File: config.mk
export PLATFORM = sky130hd
export DESIGN_NAME = oddrx2_gearbox_tx
export DESIGN_NICKNAME = d
export VERILOG_FILES = /design/src/rtl/oddrx2_tx_pkg.sv /design/src/rtl/oddrx2_tx_fifo.sv /design/src/rtl/oddrx2_gearbox_tx.sv
export SDC_FILE = /design/constraint.sdc
export NUM_CORES = 1
export LEC_CHECK = 0
export CAP_MARGIN = 5
export CORE_UTILIZATION = 51
export DETAILED_ROUTE_END_ITERATION = 8
export PLACE_DENSITY = 0.74
export SLEW_MARGIN = 20
export SYNTH_ARGS = -nofsm -noshare
export SYNTH_HDL_FRONTEND = slang
export SYNTH_SLANG_ARGS = --single-unit
File: constraint.sdc
create_clock -name ECLK -period 1.6 [get_ports ECLK]
set_input_delay 0.32 -clock ECLK [delete_from_list [all_inputs] [get_ports ECLK]]
set_output_delay 0.32 -clock ECLK [all_outputs]
set_load 0.03 [all_outputs]
File: src/rtl/oddrx2_tx_pkg.sv
// +------------------------------------------------------------------+
// | oddrx2_tx_pkg : shared types and widths for the x2 TX gearbox     |
// | Rev 1.0                                                          |
// +------------------------------------------------------------------+
`default_nettype none

package oddrx2_tx_pkg;

   localparam int WORD_W = 4;
   localparam int CNT_W  = 8;

   typedef enum logic [0:0] {
      ST_TRAIN = 1'b0,
      ST_DATA  = 1'b1
   } tx_state_t;

endpackage : oddrx2_tx_pkg

`default_nettype wire

File: src/rtl/oddrx2_tx_fifo.sv
// +------------------------------------------------------------------+
// | oddrx2_tx_fifo : synchronous word FIFO feeding the TX gearbox     |
// | Rev 1.0                                                          |
// +------------------------------------------------------------------+
`default_nettype none

module oddrx2_tx_fifo
   import oddrx2_tx_pkg::*;
#(
   parameter int DEPTH = 4
) (
   input  logic              clk,
   input  logic              rst,
   input  logic              i_push,
   input  logic [WORD_W-1:0] i_din,
   input  logic              i_pop,
   output logic              o_full,
   output logic              o_empty,
   output logic [WORD_W-1:0] o_head
);

   localparam int           c_aw      = $clog2(DEPTH);
   localparam logic [c_aw:0] c_ptr_one = {{c_aw{1'b0}}, 1'b1};

   logic [WORD_W-1:0] r_mem [DEPTH];
   logic [c_aw:0]     r_wr_ptr;
   logic [c_aw:0]     r_rd_ptr;
   logic              w_push;
   logic              w_pop;

   // Extra MSB on each pointer distinguishes full from empty.
   assign o_empty = (r_wr_ptr == r_rd_ptr);
   assign o_full  = (r_wr_ptr[c_aw] != r_rd_ptr[c_aw]) &&
                    (r_wr_ptr[c_aw-1:0] == r_rd_ptr[c_aw-1:0]);
   assign o_head  = r_mem[r_rd_ptr[c_aw-1:0]];

   assign w_push  = i_push && !o_full;
   assign w_pop   = i_pop && !o_empty;

   always_ff @(posedge clk or posedge rst) begin
      if (rst) begin
         r_wr_ptr <= '0;
         r_rd_ptr <= '0;
      end else begin
         if (w_push) r_wr_ptr <= r_wr_ptr + c_ptr_one;
         if (w_pop)  r_rd_ptr <= r_rd_ptr + c_ptr_one;
      end
   end

   always_ff @(posedge clk) begin
      if (w_push) r_mem[r_wr_ptr[c_aw-1:0]] <= i_din;
   end

endmodule : oddrx2_tx_fifo

`default_nettype wire

File: src/rtl/oddrx2_gearbox_tx.sv
// +------------------------------------------------------------------+
// | oddrx2_gearbox_tx : 4-bit to 2x2-bit ODDR gearbox with training   |
// | Rev 1.0                                                          |
// +------------------------------------------------------------------+
`default_nettype none

module oddrx2_gearbox_tx
   import oddrx2_tx_pkg::*;
#(
   parameter int                DEPTH      = 4,
   parameter logic [WORD_W-1:0] TRAIN_WORD = 4'b1100,
   parameter logic [WORD_W-1:0] IDLE_WORD  = 4'b0000,
   parameter int                TRAIN_LEN  = 32
) (
   input  logic              ECLK,
   input  logic              RST,
   input  logic [WORD_W-1:0] DIN,
   input  logic              VALID,
   output logic              READY,
   input  logic              TRAIN,
   output logic              DOP,
   output logic              DON,
   output logic              UPDATE,
   output logic              TXLOCK,
   output logic              UNDERRUN
);

   localparam logic [CNT_W-1:0] c_train_len = CNT_W'(TRAIN_LEN);
   localparam logic [CNT_W-1:0] c_cnt_one   = {{(CNT_W-1){1'b0}}, 1'b1};

   tx_state_t         r_state;
   tx_state_t         w_state_next;
   logic              r_phase;
   logic [1:0]        r_hold;
   logic [CNT_W-1:0]  r_count;
   logic              r_dop;
   logic              r_don;
   logic              r_underrun;

   logic              w_load;
   logic [WORD_W-1:0] w_word;
   logic              w_pop;
   logic [CNT_W-1:0]  w_count_next;
   logic              w_underrun_next;
   logic              w_full;
   logic              w_empty;
   logic [WORD_W-1:0] w_head;

   oddrx2_tx_fifo #(
      .DEPTH (DEPTH)
   ) u_fifo (
      .clk     (ECLK),
      .rst     (RST),
      .i_push  (VALID),
      .i_din   (DIN),
      .i_pop   (w_pop),
      .o_full  (w_full),
      .o_empty (w_empty),
      .o_head  (w_head)
   );

   assign w_load = r_phase;

   always_ff @(posedge ECLK or posedge RST) begin
      if (RST) r_state <= ST_TRAIN;
      else     r_state <= w_state_next;
   end

   always_comb begin
      w_state_next = r_state;
      if (w_load) begin
         case (r_state)
            ST_TRAIN: if (!TRAIN && (r_count == c_train_len)) w_state_next = ST_DATA;
            ST_DATA:  if (TRAIN) w_state_next = ST_TRAIN;
            default:  w_state_next = ST_TRAIN;
         endcase
      end
   end

   // Word selection follows the next state, so the lock edge already carries data.
   always_comb begin
      w_word          = TRAIN_WORD;
      w_pop           = 1'b0;
      w_count_next    = r_count;
      w_underrun_next = r_underrun;
      if (w_load) begin
         if (w_state_next == ST_DATA) begin
            if (!w_empty) begin
               w_word = w_head;
               w_pop  = 1'b1;
            end else begin
               w_word          = IDLE_WORD;
               w_underrun_next = 1'b1;
            end
         end else if (r_state == ST_DATA) begin
            w_count_next    = c_cnt_one;
            w_underrun_next = 1'b0;
         end else if (TRAIN) begin
            w_count_next = '0;
         end else begin
            w_count_next = r_count + c_cnt_one;
         end
      end
   end

   always_ff @(posedge ECLK or posedge RST) begin
      if (RST) begin
         r_phase    <= 1'b0;
         r_hold     <= 2'b00;
         r_count    <= '0;
         r_dop      <= 1'b0;
         r_don      <= 1'b0;
         r_underrun <= 1'b0;
      end else begin
         r_phase    <= ~r_phase;
         r_count    <= w_count_next;
         r_underrun <= w_underrun_next;
         if (w_load) begin
            r_dop  <= w_word[0];
            r_don  <= w_word[1];
            r_hold <= w_word[3:2];
         end else begin
            r_dop  <= r_hold[0];
            r_don  <= r_hold[1];
         end
      end
   end

   assign READY    = ~w_full;
   assign DOP      = r_dop;
   assign DON      = r_don;
   assign UPDATE   = r_phase;
   assign TXLOCK   = (r_state == ST_DATA);
   assign UNDERRUN = r_underrun;

endmodule : oddrx2_gearbox_tx

`default_nettype wire

* Yosys cells after proc, flatten, opt, wreduce, memory -nomap -nowiden *
Memories as Yosys holds them, arrays and structs flattened.
Index checks and enable logic that the tools add are counted.

word-level totals
  flip-flop bits (word level) = 21
  RAM bits = 16
  bits of input ports = 8
  output and inout port bits = 6
  logic and storage cells = 50
  memories kept = 1

cells by class
  add/sub/neg operators = 3
  eq/ne operators = 5
  multiplexer cells = 18
  bitwise gates (word level) = 4
  reduce and logical (&&, ||, !) cells = 10

memories
  name          words  width  read ports  clocked after memory_dff  write ports  line                  text
  u_fifo.r_mem  4      4      1           0                         1            oddrx2_tx_fifo.sv:25  logic [WORD_W-1:0] r_mem [DEPTH];

operators by type and width
  cell                   number
  $mux W8                2
  $mux W1                13
  $add A8 B1 Y8 const B  1
  $eq A8 B6 Y1 const B   1
  $mux W4                2
  $add A3 B1 Y3 const B  2
  $logic_and A1 B1 Y1    4
  $not A1 Y1             4
  $eq A3 B3 Y1           1
  $logic_not A1 Y1       3
  $reduce_and A3 Y1      1
  $eq A2 B2 Y1           1
  $ne A2 B1 Y1 const B   1
  $pmux W1 S2            1
  $reduce_and A2 Y1      1
  $reduce_bool A2 Y1     1
  $ne A1 B1 Y1           1

* Longest topological paths before layout *
  depth after elaboration = 8
  gate-level depth with buffers = 6
  gate-level depth less buffers = 6

* Modules after synthesis *
A second synthesis with hierarchy kept.

unflattened totals
  cells, all modules = 153
  area, all modules = 1934.4 µm²

by module, submodules not included
  module             instances  cells an instance  area an instance (µm²)  sequential area each (µm²)
  oddrx2_tx_fifo     1          71                 1097.3                  630.6
  oddrx2_gearbox_tx  1          82                 837.1                   375.4

* Worst setup path before layout *
No wires, ideal clock.

  kind = register to register
  start = reg u_fifo.r_rd_ptr[0]
  end = reg u_fifo.r_wr_ptr[1]
  setup time = 125 ps
  data arrival time = 1710 ps
  data required time = 1475 ps
  path slack = -235 ps
  stages on the path, launching flop included = 6
  buffers on the path = 1
  clock period less this slack = 1835 ps
  cells stage by stage = dfrtp_1 -> buf_2 -> xnor2_1 -> nand3_1 -> nand2_1 -> mux2_2

on the way
  longest elaborated chain between the ends = 4

ends and longest elaborated chain
  what                    line                  text
  from (decl)             oddrx2_tx_fifo.sv:27  logic [c_aw:0] r_rd_ptr;
  from (signal assigned)  oddrx2_tx_fifo.sv:46  if (w_pop) r_rd_ptr <= r_rd_ptr + c_ptr_one;
  $eq A2 B2 Y1            oddrx2_tx_fifo.sv:34  (r_wr_ptr[c_aw-1:0] == r_rd_ptr[c_aw-1:0]);
  $logic_and A1 B1 Y1     oddrx2_tx_fifo.sv:33  assign o_full = (r_wr_ptr[c_aw] != r_rd_ptr[c_aw]) &&
  $logic_not A1 Y1        oddrx2_tx_fifo.sv:37  assign w_push = i_push && !o_full;
  $logic_and A1 B1 Y1     oddrx2_tx_fifo.sv:37
  to (signal assigned)    oddrx2_tx_fifo.sv:45  if (w_push) r_wr_ptr <= r_wr_ptr + c_ptr_one;
  to (decl)               oddrx2_tx_fifo.sv:26  logic [c_aw:0] r_wr_ptr;

Every way passes these cells.
A chain may end at the register's enable or synchronous reset.

* Final worst setup path *
  start = reg r_count[6]
  end = reg r_count[7]

on the way
  longest elaborated chain between the ends = 7
  elaborated cells between the ends (all ways) = 10
  classes of those cells = add/sub: 1; eq/ne: 1; mux: 5; bitwise: 1; reduce/logical: 2

ends and longest elaborated chain
  what                         line                      text
  from (decl)                  oddrx2_gearbox_tx.sv:35   logic [CNT_W-1:0] r_count;
  from (signal assigned)       oddrx2_gearbox_tx.sv:116  r_count <= w_count_next;
  $eq A8 B6 Y1                 oddrx2_gearbox_tx.sv:73   ST_TRAIN: if (!TRAIN && (r_count == c_train_len)) w_state_next = ST_DATA;
  $logic_and A1 B1 Y1          oddrx2_gearbox_tx.sv:73
  $mux W1                      oddrx2_gearbox_tx.sv:73
  $pmux W1 S2                  oddrx2_gearbox_tx.sv:72   case (r_state)
  $mux W1                      oddrx2_gearbox_tx.sv:71   if (w_load) begin
  $not A1 Y1 (no line)         -
  $reduce_and A2 Y1 (no line)  -

Several ways; a longest one is shown, not always the timed one.

==> qor.csv <==
metric;value;unit
outcome;finished with violations;
violations;setup timing;
synth_nets;156;
min_path_type;primary input to asynchronous set/reset pin;
hold_viol_final;0;
seqPwrFrac;40.5;%
critPathMaxFanout;5;
clk_latency;360;ps
overflow;0;
grt_pass1_vias;1333;
pin_count;14;
required;1890;ps
htreeDepth;2;
synth_top_area_share;29.87;%
synth_edf_count;16;
n_fill_cell;213;
critPathMaxStageDelay;470;ps
clkPwrFrac;26.3;%
swShare;29.92;%
drc_errors;0;
async_reset_ff_share;56.76;%
cts.path.max_buffers;2;
path_cells;nor4_4 > buf_4 > a221oi_4 > buf_6 > a31o_4 > a21oi_2;
detail_route.iter0.violations;58;
core.rowCount;20;
power_frac_comb;33.2;%
vias;1318;
start_kind;flip-flop;
grt_pass1_wl;6.341;mm
timing.rr.end;r_count[7];
syn_area;1759;sq um
antenna_cells;0;
criticalPathCategory;flip-flop to flip-flop;
postSynthCellCount;141;
clock.fmax;607.2;MHz
syn2layout_area_growth;37.13;%
timing.rr.start;r_count[6];
cp-endpoint;r_count[7];
ctsHoldBuffers;0;
rsz0062_at_grt;yes;
worstPathArrival;1940;ps
wl_per_cell;17.15;um
port_buffers;13;
endpoint_kind;flip-flop;
synthDistinctLibCells;41;
power_leakage;0.001059;uW
postSynthAreaPerCell;12.48;sq um
final-max-slew-violation-count;0;
r2r_slack;-50;ps
start_util;55.79;%
maxSlewHeadroom;80.74;%
finalCritPeriodShare;102.9;%
final_common_cell;buf_4;
fin_setup_tns;-49.59;ps
max-cap-violations;0;
synth_seq_cells;37;
ant_nets;0;
p_sw;930.6;uW
grt_start_max_net_pins;22;
cts_made_buffers;5;
dieArea;3688;sq um
tightestPinTransition;286.8;ps
clk_pin_slew_worst_paths;120;ps
dpl.hpwl;2.685;mm
synth_top_area_cell;dfrtp_1;
routed_wl;4.013;mm
clock_sinks;37;
yosysSeqAreaShare;57.18;%
mostFrequentLayoutCells;buf_4 (32), dfrtp_1 (18), edfxtp_1 (16);
fin_nets;204;
r2r_cells;6;
cts_tree;built;
die-width;60.73;um
ys_dominant_reg_cell;dfrtp_1;
final.setup.worst_slack;-47.00;ps
dp_slack;-128.4;ps
routed_via_density;5.632;
startpoint;r_count[6];
ir_drop;859.2;uV
dr.pass1.iters;4;
yosysWarnings;0;
grtUsageTotal;25.06;%
root_buffer;clkbuf_4;
drive_gt1_share;40.53;%
ys_top_cells_by_area;dfrtp_1 (30%), edfxtp_1 (27%), mux4_2 (5.1%), ha_1 (5.0%), a21oi_1 (2.6%);
powerDensity;1289;nW/um^2
antenna_found_initial;0;
min_period;1647;ps
crit_path_top_delay_cell;dfrtp_2;
gp_congestion;0.8934;
fp.dieH;60.73;um
core;3153;sq um
finalSetupViolations;2;
skew;7.860;ps
intPower;2180;uW
-- worst max-delay path: cells and delay by family, from the launching register on --
kind | cells | cell delay [ps]
compound gates | 3 | 420
simple gates | 1 | 360
flops | 1 | 470
buf+inv | 2 | 340
-- cell usage after synthesis (all sizes together) (2+ instances only) --
master   n
edfxtp  16
a31oi    4
o22ai    2
ha       7
nand2    9
a22oi    2
a31o     2
a21oi    9
buf      2
inv     10
xor2     2
mux2     2
nor2b    3
o21ai    5
dfrtp   21
xnor2    4
a22o     2
nand3    4
mux4     4
clkbuf   2
and3     8
nor2     7
-- per-layer routing --
layer / part of all wire [%] / routed length, um / global-route usage, %
met2: 51 / 2036 / 41.92
met3: 3.7 / 149 / 4.478
met5: 0 / 0 / 0
met1: 43 / 1725 / 31.40
met4: 2.5 / 100 / 12.66
-- kinds of logic after synthesis --
group                      after synthesis  synth area share [%]
AOI/OAI and AO/OA                       32                 12.16
xor gates and xnor gates                 6                 2.987
adders and majority gates                7                 4.978
buffers and inverters                   15                 3.485
DFF                                     37                 57.18
muxes                                    7                 6.970
and+or+nand+nor                         37                 12.23
-- power by group through the flow --
stage | clock [uW] | sequential (uW) | combinational [uW]
3_5_place_dp | 0 | 1280 | 828
4_1_cts | 816 | 1260 | 962
3_3_place_gp | 0 | 1270 | 788
6_report | 819 | 1260 | 1030
5_1_grt | 862 | 1280 | 1130
2_1_floorplan | 0 | 1270 | 549
-- registers in the layout, indices dropped and copies added (netlist names) --
register         flops
u_fifo.r_mem        16
u_fifo.r_wr_ptr      3
DOP                  1
TXLOCK               1
UNDERRUN             1
u_fifo.r_rd_ptr      3
UPDATE               1
r_hold               2
r_count              8
DON                  1
-- how the worst min path moves through the flow --
stage                             startpoint                 end  slack [ps]  cells after the start
after floorplan                          RST                 DON         300                      1
after global placement    u_fifo.r_wr_ptr[2]  u_fifo.r_wr_ptr[2]         500                      1
after detailed placement  u_fifo.r_wr_ptr[2]  u_fifo.r_wr_ptr[2]         500                      1
after CTS                                RST  u_fifo.r_wr_ptr[1]         280                      3
after global routing                     RST           r_hold[1]         300                      3
final                                    RST  u_fifo.r_wr_ptr[1]         270                      3
-- per-stage QoR --
stage	total power, uW	instances	utilization [%]	area (sq um)	hold WS, ps
6_report	3110	234	76.51	2412	270.9
5_1_grt	3274	234	76.51	2412	302.3
4_1_cts	3035	230	72.70	2292	279.8
3_5_place_dp	2107	216	66.94	2111	500.9
3_3_place_gp	2055	216	66.94	2111	501.3
2_1_floorplan	1815	141	-	1785	296.5
-- area by class of cell --
cell class | count | area (sq um) | share of cell area (%)
Multi-Input combinational cell | 89 | 834.6 | 34.60
Clock buffer | 5 | 37.54 | 1.556
Sequential cell | 37 | 1010 | 41.86
Tap cell | 44 | 55.05 | 2.282
Clock inverter | 3 | 65.06 | 2.697
Inverter | 11 | 41.29 | 1.712
Timing Repair Buffer | 45 | 369.1 | 15.30
-- timing repair --
item,4_1_cts,5_1_grt
pin swaps,7,10
resized for setup,14,18
setup buffers,6,5
setup endpoints to repair,13,12
(Power assumes the default switching activity.)
